[config.mk]
export PLATFORM = sky130hd
export DESIGN_NAME = dmem_port_arbiter_flat
export DESIGN_NICKNAME = d
export VERILOG_FILES = /design/src/rtl/dmem_port_arbiter_if.sv /design/src/rtl/dmem_port_arbiter.sv /design/src/flat_wrapper.sv
export SDC_FILE = /design/constraint.sdc
export NUM_CORES = 1
export LEC_CHECK = 0
export BUFFER_PORTS_ARGS = -buffer_cell sky130_fd_sc_hd__buf_2
export CAP_MARGIN = 10
export CORE_UTILIZATION = 30
export DETAILED_ROUTE_END_ITERATION = 16
export PLACE_DENSITY = 0.57
export SYNTH_ARGS = -nofsm -noshare
export SYNTH_HDL_FRONTEND = slang
export SYNTH_SLANG_ARGS = --single-unit
[constraint.sdc]
create_clock -name clk -period 4.1 [get_ports clk]
set_input_delay 0.205 -clock clk [delete_from_list [all_inputs] [get_ports clk]]
set_output_delay 0.205 -clock clk [all_outputs]
set_load 0.01 [all_outputs]
[src/rtl/dmem_port_arbiter_if.sv]
// Bundle of the two master request ports and the data-memory port seen by dmem_port_arbiter.
// Handshake: a master holds mX_req_i with stable fields until its one-cycle mX_ack_o; memory completes with a one-cycle mem_ack_i.
interface dmem_port_arbiter_if #(
  parameter int XLEN = 32
);
  logic            m0_req_i;
  logic            m0_w_en_i;
  logic [XLEN-1:0] m0_addr_i;
  logic [XLEN-1:0] m0_w_data_i;
  logic            m0_kill_i;
  logic            m0_ack_o;
  logic [XLEN-1:0] m0_r_data_o;

  logic            m1_req_i;
  logic            m1_w_en_i;
  logic [XLEN-1:0] m1_addr_i;
  logic [XLEN-1:0] m1_w_data_i;
  logic            m1_ack_o;
  logic [XLEN-1:0] m1_r_data_o;

  logic            mem_req_o;
  logic            mem_w_en_o;
  logic [XLEN-1:0] mem_addr_o;
  logic [XLEN-1:0] mem_w_data_o;
  logic            mem_ack_i;
  logic [XLEN-1:0] mem_r_data_i;

  logic            bus_err_o;

  // Arbiter side
  modport slave (
    input  m0_req_i, m0_w_en_i, m0_addr_i, m0_w_data_i, m0_kill_i,
    output m0_ack_o, m0_r_data_o,
    input  m1_req_i, m1_w_en_i, m1_addr_i, m1_w_data_i,
    output m1_ack_o, m1_r_data_o,
    output mem_req_o, mem_w_en_o, mem_addr_o, mem_w_data_o,
    input  mem_ack_i, mem_r_data_i,
    output bus_err_o
  );

  // Environment side: the two masters plus the data memory
  modport master (
    output m0_req_i, m0_w_en_i, m0_addr_i, m0_w_data_i, m0_kill_i,
    input  m0_ack_o, m0_r_data_o,
    output m1_req_i, m1_w_en_i, m1_addr_i, m1_w_data_i,
    input  m1_ack_o, m1_r_data_o,
    input  mem_req_o, mem_w_en_o, mem_addr_o, mem_w_data_o,
    output mem_ack_i, mem_r_data_i,
    input  bus_err_o
  );
endinterface

[src/rtl/dmem_port_arbiter.sv]
// Round-robin arbiter sharing the data-memory port between the dcache path (M0) and the
// victim-cache writeback path (M1); one full req/ack transaction per grant, all outputs registered.
module dmem_port_arbiter #(
  parameter int XLEN    = 32,
  parameter int TIMEOUT = 255
) (
  input  logic                 clk,
  input  logic                 rst,
  dmem_port_arbiter_if.slave   bus,
  output logic [1:0]           dbg_state_o
);

  localparam logic [1:0] S_IDLE = 2'd0;
  localparam logic [1:0] S_BUSY = 2'd1;
  localparam logic [1:0] S_RESP = 2'd2;

  localparam logic [7:0] TO_MAX  = 8'(TIMEOUT);
  localparam logic [7:0] TO_LAST = 8'(TIMEOUT - 1);

  logic [1:0]      r_state;
  logic            r_rr;
  logic [1:0]      r_mask;
  logic            r_owner;
  logic            r_killed;
  logic [7:0]      r_timer;
  logic            r_mem_req;
  logic            r_mem_w_en;
  logic [XLEN-1:0] r_mem_addr;
  logic [XLEN-1:0] r_mem_w_data;
  logic            r_ack0;
  logic            r_ack1;
  logic [XLEN-1:0] r_r_data0;
  logic [XLEN-1:0] r_r_data1;
  logic            r_err;

  logic [1:0]      w_elig;
  logic            w_grant;
  logic            w_sel;
  logic            w_kill_now;
  logic [XLEN-1:0] w_resp_data;

  // The mask keeps a master that still shows req in the cycle after its ack from being regranted.
  assign w_elig  = {bus.m1_req_i, bus.m0_req_i} & ~r_mask;
  assign w_grant = |w_elig;
  assign w_sel   = (w_elig == 2'b11) ? r_rr : w_elig[1];

  assign w_kill_now  = r_killed | (~r_owner & bus.m0_kill_i);
  assign w_resp_data = r_mem_w_en ? '0 : bus.mem_r_data_i;

  always_ff @(posedge clk) begin
    if (rst) begin
      r_state      <= S_IDLE;
      r_rr         <= 1'b0;
      r_mask       <= 2'b00;
      r_owner      <= 1'b0;
      r_killed     <= 1'b0;
      r_timer      <= 8'd0;
      r_mem_req    <= 1'b0;
      r_mem_w_en   <= 1'b0;
      r_mem_addr   <= '0;
      r_mem_w_data <= '0;
      r_ack0       <= 1'b0;
      r_ack1       <= 1'b0;
      r_r_data0    <= '0;
      r_r_data1    <= '0;
      r_err        <= 1'b0;
    end else begin
      case (r_state)
        S_IDLE: begin
          r_mask <= 2'b00;
          if (w_grant) begin
            r_owner      <= w_sel;
            r_mem_req    <= 1'b1;
            r_mem_w_en   <= w_sel ? bus.m1_w_en_i   : bus.m0_w_en_i;
            r_mem_addr   <= w_sel ? bus.m1_addr_i   : bus.m0_addr_i;
            r_mem_w_data <= w_sel ? bus.m1_w_data_i : bus.m0_w_data_i;
            r_timer      <= 8'd0;
            r_killed     <= ~w_sel & bus.m0_kill_i;
            r_state      <= S_BUSY;
          end
        end

        S_BUSY: begin
          if (~r_owner & bus.m0_kill_i) begin
            r_killed <= 1'b1;
          end
          if (bus.mem_ack_i) begin
            r_mem_req <= 1'b0;
            r_rr      <= ~r_owner;
            r_state   <= S_RESP;
            if (r_owner) begin
              r_ack1    <= 1'b1;
              r_r_data1 <= w_resp_data;
            end else if (!w_kill_now) begin
              r_ack0    <= 1'b1;
              r_r_data0 <= w_resp_data;
            end
          end else begin
            // No abort on timeout: flag it and keep waiting for memory.
            if (r_timer != TO_MAX) begin
              r_timer <= r_timer + 8'd1;
            end
            if (r_timer == TO_LAST) begin
              r_err <= 1'b1;
            end
          end
        end

        S_RESP: begin
          r_ack0  <= 1'b0;
          r_ack1  <= 1'b0;
          r_mask  <= r_owner ? 2'b10 : 2'b01;
          r_state <= S_IDLE;
        end

        default: begin
          r_state <= S_IDLE;
        end
      endcase
    end
  end

  assign bus.mem_req_o    = r_mem_req;
  assign bus.mem_w_en_o   = r_mem_w_en;
  assign bus.mem_addr_o   = r_mem_addr;
  assign bus.mem_w_data_o = r_mem_w_data;
  assign bus.m0_ack_o     = r_ack0;
  assign bus.m1_ack_o     = r_ack1;
  assign bus.m0_r_data_o  = r_r_data0;
  assign bus.m1_r_data_o  = r_r_data1;
  assign bus.bus_err_o    = r_err;
  assign dbg_state_o      = r_state;

endmodule

[src/flat_wrapper.sv]
// flat-port wrapper written by rule: the top's interface ports become plain ports
module dmem_port_arbiter_flat 
#(
  parameter int XLEN    = 32,
  parameter int TIMEOUT = 255
)
  (clk, rst, dbg_state_o, bus_m0_req_i, bus_m0_w_en_i, bus_m0_addr_i, bus_m0_w_data_i, bus_m0_kill_i, bus_m0_ack_o, bus_m0_r_data_o, bus_m1_req_i, bus_m1_w_en_i, bus_m1_addr_i, bus_m1_w_data_i, bus_m1_ack_o, bus_m1_r_data_o, bus_mem_req_o, bus_mem_w_en_o, bus_mem_addr_o, bus_mem_w_data_o, bus_mem_ack_i, bus_mem_r_data_i, bus_bus_err_o);
  dmem_port_arbiter_if #(.XLEN(XLEN)) bus_i ();
  input  logic clk;
  input  logic rst;
  output logic [1:0] dbg_state_o;
  input wire logic [$bits(bus_i.m0_req_i)-1:0] bus_m0_req_i;
  input wire logic [$bits(bus_i.m0_w_en_i)-1:0] bus_m0_w_en_i;
  input wire logic [$bits(bus_i.m0_addr_i)-1:0] bus_m0_addr_i;
  input wire logic [$bits(bus_i.m0_w_data_i)-1:0] bus_m0_w_data_i;
  input wire logic [$bits(bus_i.m0_kill_i)-1:0] bus_m0_kill_i;
  output wire logic [$bits(bus_i.m0_ack_o)-1:0] bus_m0_ack_o;
  output wire logic [$bits(bus_i.m0_r_data_o)-1:0] bus_m0_r_data_o;
  input wire logic [$bits(bus_i.m1_req_i)-1:0] bus_m1_req_i;
  input wire logic [$bits(bus_i.m1_w_en_i)-1:0] bus_m1_w_en_i;
  input wire logic [$bits(bus_i.m1_addr_i)-1:0] bus_m1_addr_i;
  input wire logic [$bits(bus_i.m1_w_data_i)-1:0] bus_m1_w_data_i;
  output wire logic [$bits(bus_i.m1_ack_o)-1:0] bus_m1_ack_o;
  output wire logic [$bits(bus_i.m1_r_data_o)-1:0] bus_m1_r_data_o;
  output wire logic [$bits(bus_i.mem_req_o)-1:0] bus_mem_req_o;
  output wire logic [$bits(bus_i.mem_w_en_o)-1:0] bus_mem_w_en_o;
  output wire logic [$bits(bus_i.mem_addr_o)-1:0] bus_mem_addr_o;
  output wire logic [$bits(bus_i.mem_w_data_o)-1:0] bus_mem_w_data_o;
  input wire logic [$bits(bus_i.mem_ack_i)-1:0] bus_mem_ack_i;
  input wire logic [$bits(bus_i.mem_r_data_i)-1:0] bus_mem_r_data_i;
  output wire logic [$bits(bus_i.bus_err_o)-1:0] bus_bus_err_o;
  assign bus_i.m0_req_i = bus_m0_req_i;
  assign bus_i.m0_w_en_i = bus_m0_w_en_i;
  assign bus_i.m0_addr_i = bus_m0_addr_i;
  assign bus_i.m0_w_data_i = bus_m0_w_data_i;
  assign bus_i.m0_kill_i = bus_m0_kill_i;
  assign bus_m0_ack_o = bus_i.m0_ack_o;
  assign bus_m0_r_data_o = bus_i.m0_r_data_o;
  assign bus_i.m1_req_i = bus_m1_req_i;
  assign bus_i.m1_w_en_i = bus_m1_w_en_i;
  assign bus_i.m1_addr_i = bus_m1_addr_i;
  assign bus_i.m1_w_data_i = bus_m1_w_data_i;
  assign bus_m1_ack_o = bus_i.m1_ack_o;
  assign bus_m1_r_data_o = bus_i.m1_r_data_o;
  assign bus_mem_req_o = bus_i.mem_req_o;
  assign bus_mem_w_en_o = bus_i.mem_w_en_o;
  assign bus_mem_addr_o = bus_i.mem_addr_o;
  assign bus_mem_w_data_o = bus_i.mem_w_data_o;
  assign bus_i.mem_ack_i = bus_mem_ack_i;
  assign bus_i.mem_r_data_i = bus_mem_r_data_i;
  assign bus_bus_err_o = bus_i.bus_err_o;
  dmem_port_arbiter #(.XLEN(XLEN), .TIMEOUT(TIMEOUT)) u_core (.clk(clk), .rst(rst), .bus(bus_i), .dbg_state_o(dbg_state_o));
endmodule
==> flow_summary_export.csv <==
group,metric,value,unit
run_status,status,"finished, final reports clean",
final_layout,syn_to_final_growth,35.8,%
detailed_routing,drt-total-wl,17900,µm
clock_tree,path_clk_slew,70,ps
final_layout,fin_nets,1153,
power_and_ir_drop,p_leak,3.72,nW
floorplanning,coreArea,20200,µm²
detailed_routing,routed_via_density,4.66,
hold_path,min_path_type,"in2reg",
power_and_ir_drop,vdd_drop_max,221,µV
final_layout,fill_cells,2077,
clock_tree,post_cts_resized,0,
worst_setup_path,crit_chain,"nor2b_1 -> nand3_2 -> nand2_1 -> a21oi_1",
place,place_ws,1720,ps
place,gp_congestion,0.784,
hold_path,min_path_cells,3,
hold_path,hold_end,"u_core.bus.mem_addr_o[17]",
worst_setup_path,cp.buffers_inverters,0,
floorplanning,rows,52,
worst_setup_path,r2r_end,"u_core.bus.m1_r_data_o[0]",
final_layout,utilization,0.415,
clock_tree,cts_made_buffers,17,
synthesis,synthesis.area,6170,µm²
sta,skew,8.25,ps
synthesis,synth_area_leaders,"dfxtp_1 48%, a21oi_1 11%, mux2i_1 11%, nand2_1 8.4%, o21ai_0 5.5%",
synthesis,synth_cell_types,45,
worst_setup_path,path_delay_family,"simple AND/OR/NAND/NOR gates",
worst_setup_path,rrSetupSlack,1760,ps
floorplanning,dieArea,21100,µm²
synthesis,synth.net_count,882,
place,port_buffers,302,
worst_setup_path,path_class,"reg2reg",
detailed_routing,wl_per_cell,14.2,µm
worst_setup_path,worstPathRequired,4350,ps
final_layout,drive_above_1_share,0.353,
final_layout,fin_area,8370,µm²
worst_setup_path,cp-start-kind,"flop",
clock_tree,holdBufCountCts,0,
global_route,grt_usage,0.171,
clock_tree,clock_latency,420,ps
worst_setup_path,rr_worst_depth,4,
worst_setup_path,crit_slowest_cell,"nand3_2",
synthesis,synthFlopType,"dfxtp_1",
floorplanning,start_util,0.306,
worst_setup_path,endpoint_kind,"flop",
hold_path,hp-start,"bus_m0_addr_i[17]",
sta,slew_headroom,0.320,
synthesis,yosysSeqAreaShare,0.481,
global_route,grt_max_degree,80,
clock_tree,clock-sinks,148,
clock_tree,cts_setup_buffers,0,
sta,fin_crit,2340,ps
sta,setup_ws,1760,ps
final_layout,multi_input_area,2880,µm²
sta,fmax,428,MHz
sta,rsz0062_at_grt,"false",
sta,final_hold_viol_count,0,
synthesis,syn_inst,712,
worst_setup_path,r2r-start,"u_core.dbg_state_o[0]",
clock_tree,cts_max_level,4,
sta,tightest_slew,1020,ps
clock_tree,cts_root_buf,"clkbuf_16",
sta,fin_tns_setup,0,ps
global_route,grt_pass1_wl,28700,µm
power_and_ir_drop,p_per_area,444,nW/µm²
detailed_routing,antenna_left,0,
synthesis,yosysTopAreaCell,"dfxtp_1",
place,dp_hpwl,12400,µm
sta,finalSetupViolations,0,
global_route,grt_overflow,0,
floorplanning,die_h,145,µm
detailed_routing,drc,0,
synthesis,synth_edf_count,0,
sta,fin_crit_sh,0.570,
synthesis,synth_top_area_share,0.481,
detailed_routing,vias,5892,
worst_setup_path,path_max_fanout,33,
synthesis,synth.avg_cell_area,8.66,µm²
floorplanning,die_width,145,µm
sta,drv_slew,0,
floorplanning,ioPinCount,303,
clock_tree,cts_tree,"done",
global_route,antenna_found_initial,1,
worst_setup_path,critPathMaxStageDelay,700,ps
synthesis,yosys-top-cells-count,"148 x dfxtp_1, 138 x nand2_1, 136 x a21oi_1, 68 x o21ai_0, 67 x mux2i_1",
synthesis,ys_ff_latch,148,
final_layout,regArea,2960,µm²
synthesis,yosys_warnings,0,
synthesis,ys_async_sr_fraction,0,
synthesis,yosysMostFrequentCell,"dfxtp_1",
worst_setup_path,cp.arrival,2590,ps
global_route,grt_pass1_vias,5432,
detailed_routing,drt-pass1-iter-count,4,
clock_tree,clockBufferDepth,2,
detailed_routing,drt_first_iter_violations,172,
job,drv_cap,0,
place,postPlaceCellArea,7780,µm²
## per-stage QoR
step           std cells  hold WS, ps  total power [W]
6_report            1265         78.2          0.00372
5_1_grt             1265         62.4          0.00390
4_1_cts             1264         57.4          0.00377
3_5_place_dp        1234          444          0.00218
3_3_place_gp        1234          438          0.00218
2_1_floorplan        712          350          0.00194
## worst max path at each step
| stage | start | cells after the start | slack, ps | to |
|---|---|---|---|---|
| floorplan | u_core.dbg_state_o[0] | 7 | 2580 | u_core.bus.m0_r_data_o[22] |
| detailed placement | u_core.dbg_state_o[0] | 4 | 1720 | u_core.bus.m1_r_data_o[0] |
| global route | u_core.dbg_state_o[0] | 4 | 1460 | u_core.bus.m1_r_data_o[16] |
| finish | u_core.dbg_state_o[0] | 4 | 1760 | u_core.bus.m1_r_data_o[0] |
| CTS | u_core.dbg_state_o[0] | 4 | 1700 | u_core.bus.m1_r_data_o[0] |
| global placement | u_core.dbg_state_o[0] | 4 | 1850 | u_core.bus.m1_r_data_o[11] |
## report_power, final
part           switching [W]  leakage (nW)  internal (W)
Clock               0.000618         0.275      0.000953
Sequential         0.0000495          1.21       0.00153
Combinational       0.000330          2.24      0.000233
## cells in the final DEF (no fill, tap or decap), types with 2 or more instances in the layout
master	Yosys	layout
nand3_1	4	4
ha_1	2	2
a221oi_1	3	3
o31ai_1	2	2
nand2_1	138	138
nor2_1	10	10
inv_1	6	5
o21ai_0	68	68
a211oi_2	2	2
buf_4	7	7
bufinv_16	0	3
dfxtp_1	148	148
o22ai_1	2	2
nand2b_1	2	2
clkinv_2	0	2
buf_2	14	302
clkinvlp_4	0	4
a21oi_1	136	136
mux2i_1	67	67
inv_6	0	2
clkbuf_16	0	17
nor2b_1	35	35
o21ai_1	2	2
and3_1	3	3
## tightest hold or removal path, delay by kind of cell
kind,cells,cell delay (ps)
buffers and inverters,1,70
AO/OA/AOI/OAI,1,130
multiplexers,1,50
## area by class of cell
cell class,count,area share
Tap cell,270,0.0404
Clock buffer,18,0.0513
Antenna cell,1,0.000299
Timing Repair Buffer,310,0.189
Sequential cell,148,0.354
Inverter,6,0.00269
Multi-Input combinational cell,500,0.343
Clock inverter,12,0.0187
## cell families (layout without fill, tap and decap cells)
kind of cell             count (synthesis)  in the layout  share of synthesized area
AO/OA/AOI/OAI                          228            228                      0.199
adder cells (fa/ha/maj)                  2              2                    0.00406
buffers and inverters                   64            346                     0.0570
flip-flops                             148            148                      0.481
multiplexers                            67             67                      0.109
other                                    0              1                          0
AND/OR/NAND/NOR                        203            203                      0.151
## state kept, by name, indices dropped and copies added (netlist names), 2 cells and up
signal	count
u_core.bus.m1_r_data_o	32
u_core.r_mask	2
u_core.bus.mem_w_data_o	32
u_core.bus.m0_r_data_o	32
u_core.bus.mem_addr_o	32
u_core.r_timer	8
u_core.dbg_state_o	2
## layer usage
layer	share of wire	wire [µm]	up-vias	global-route usage
met5	0	0	-	0
met3	0.058	1030	12	0.0401
li1	-	-	2991	-
met2	0.48	8570	238	0.283
met1	0.45	8160	2651	0.220
met4	0.0099	177	0	0.0537
Note: power is estimated with default switching activity, not from simulation.
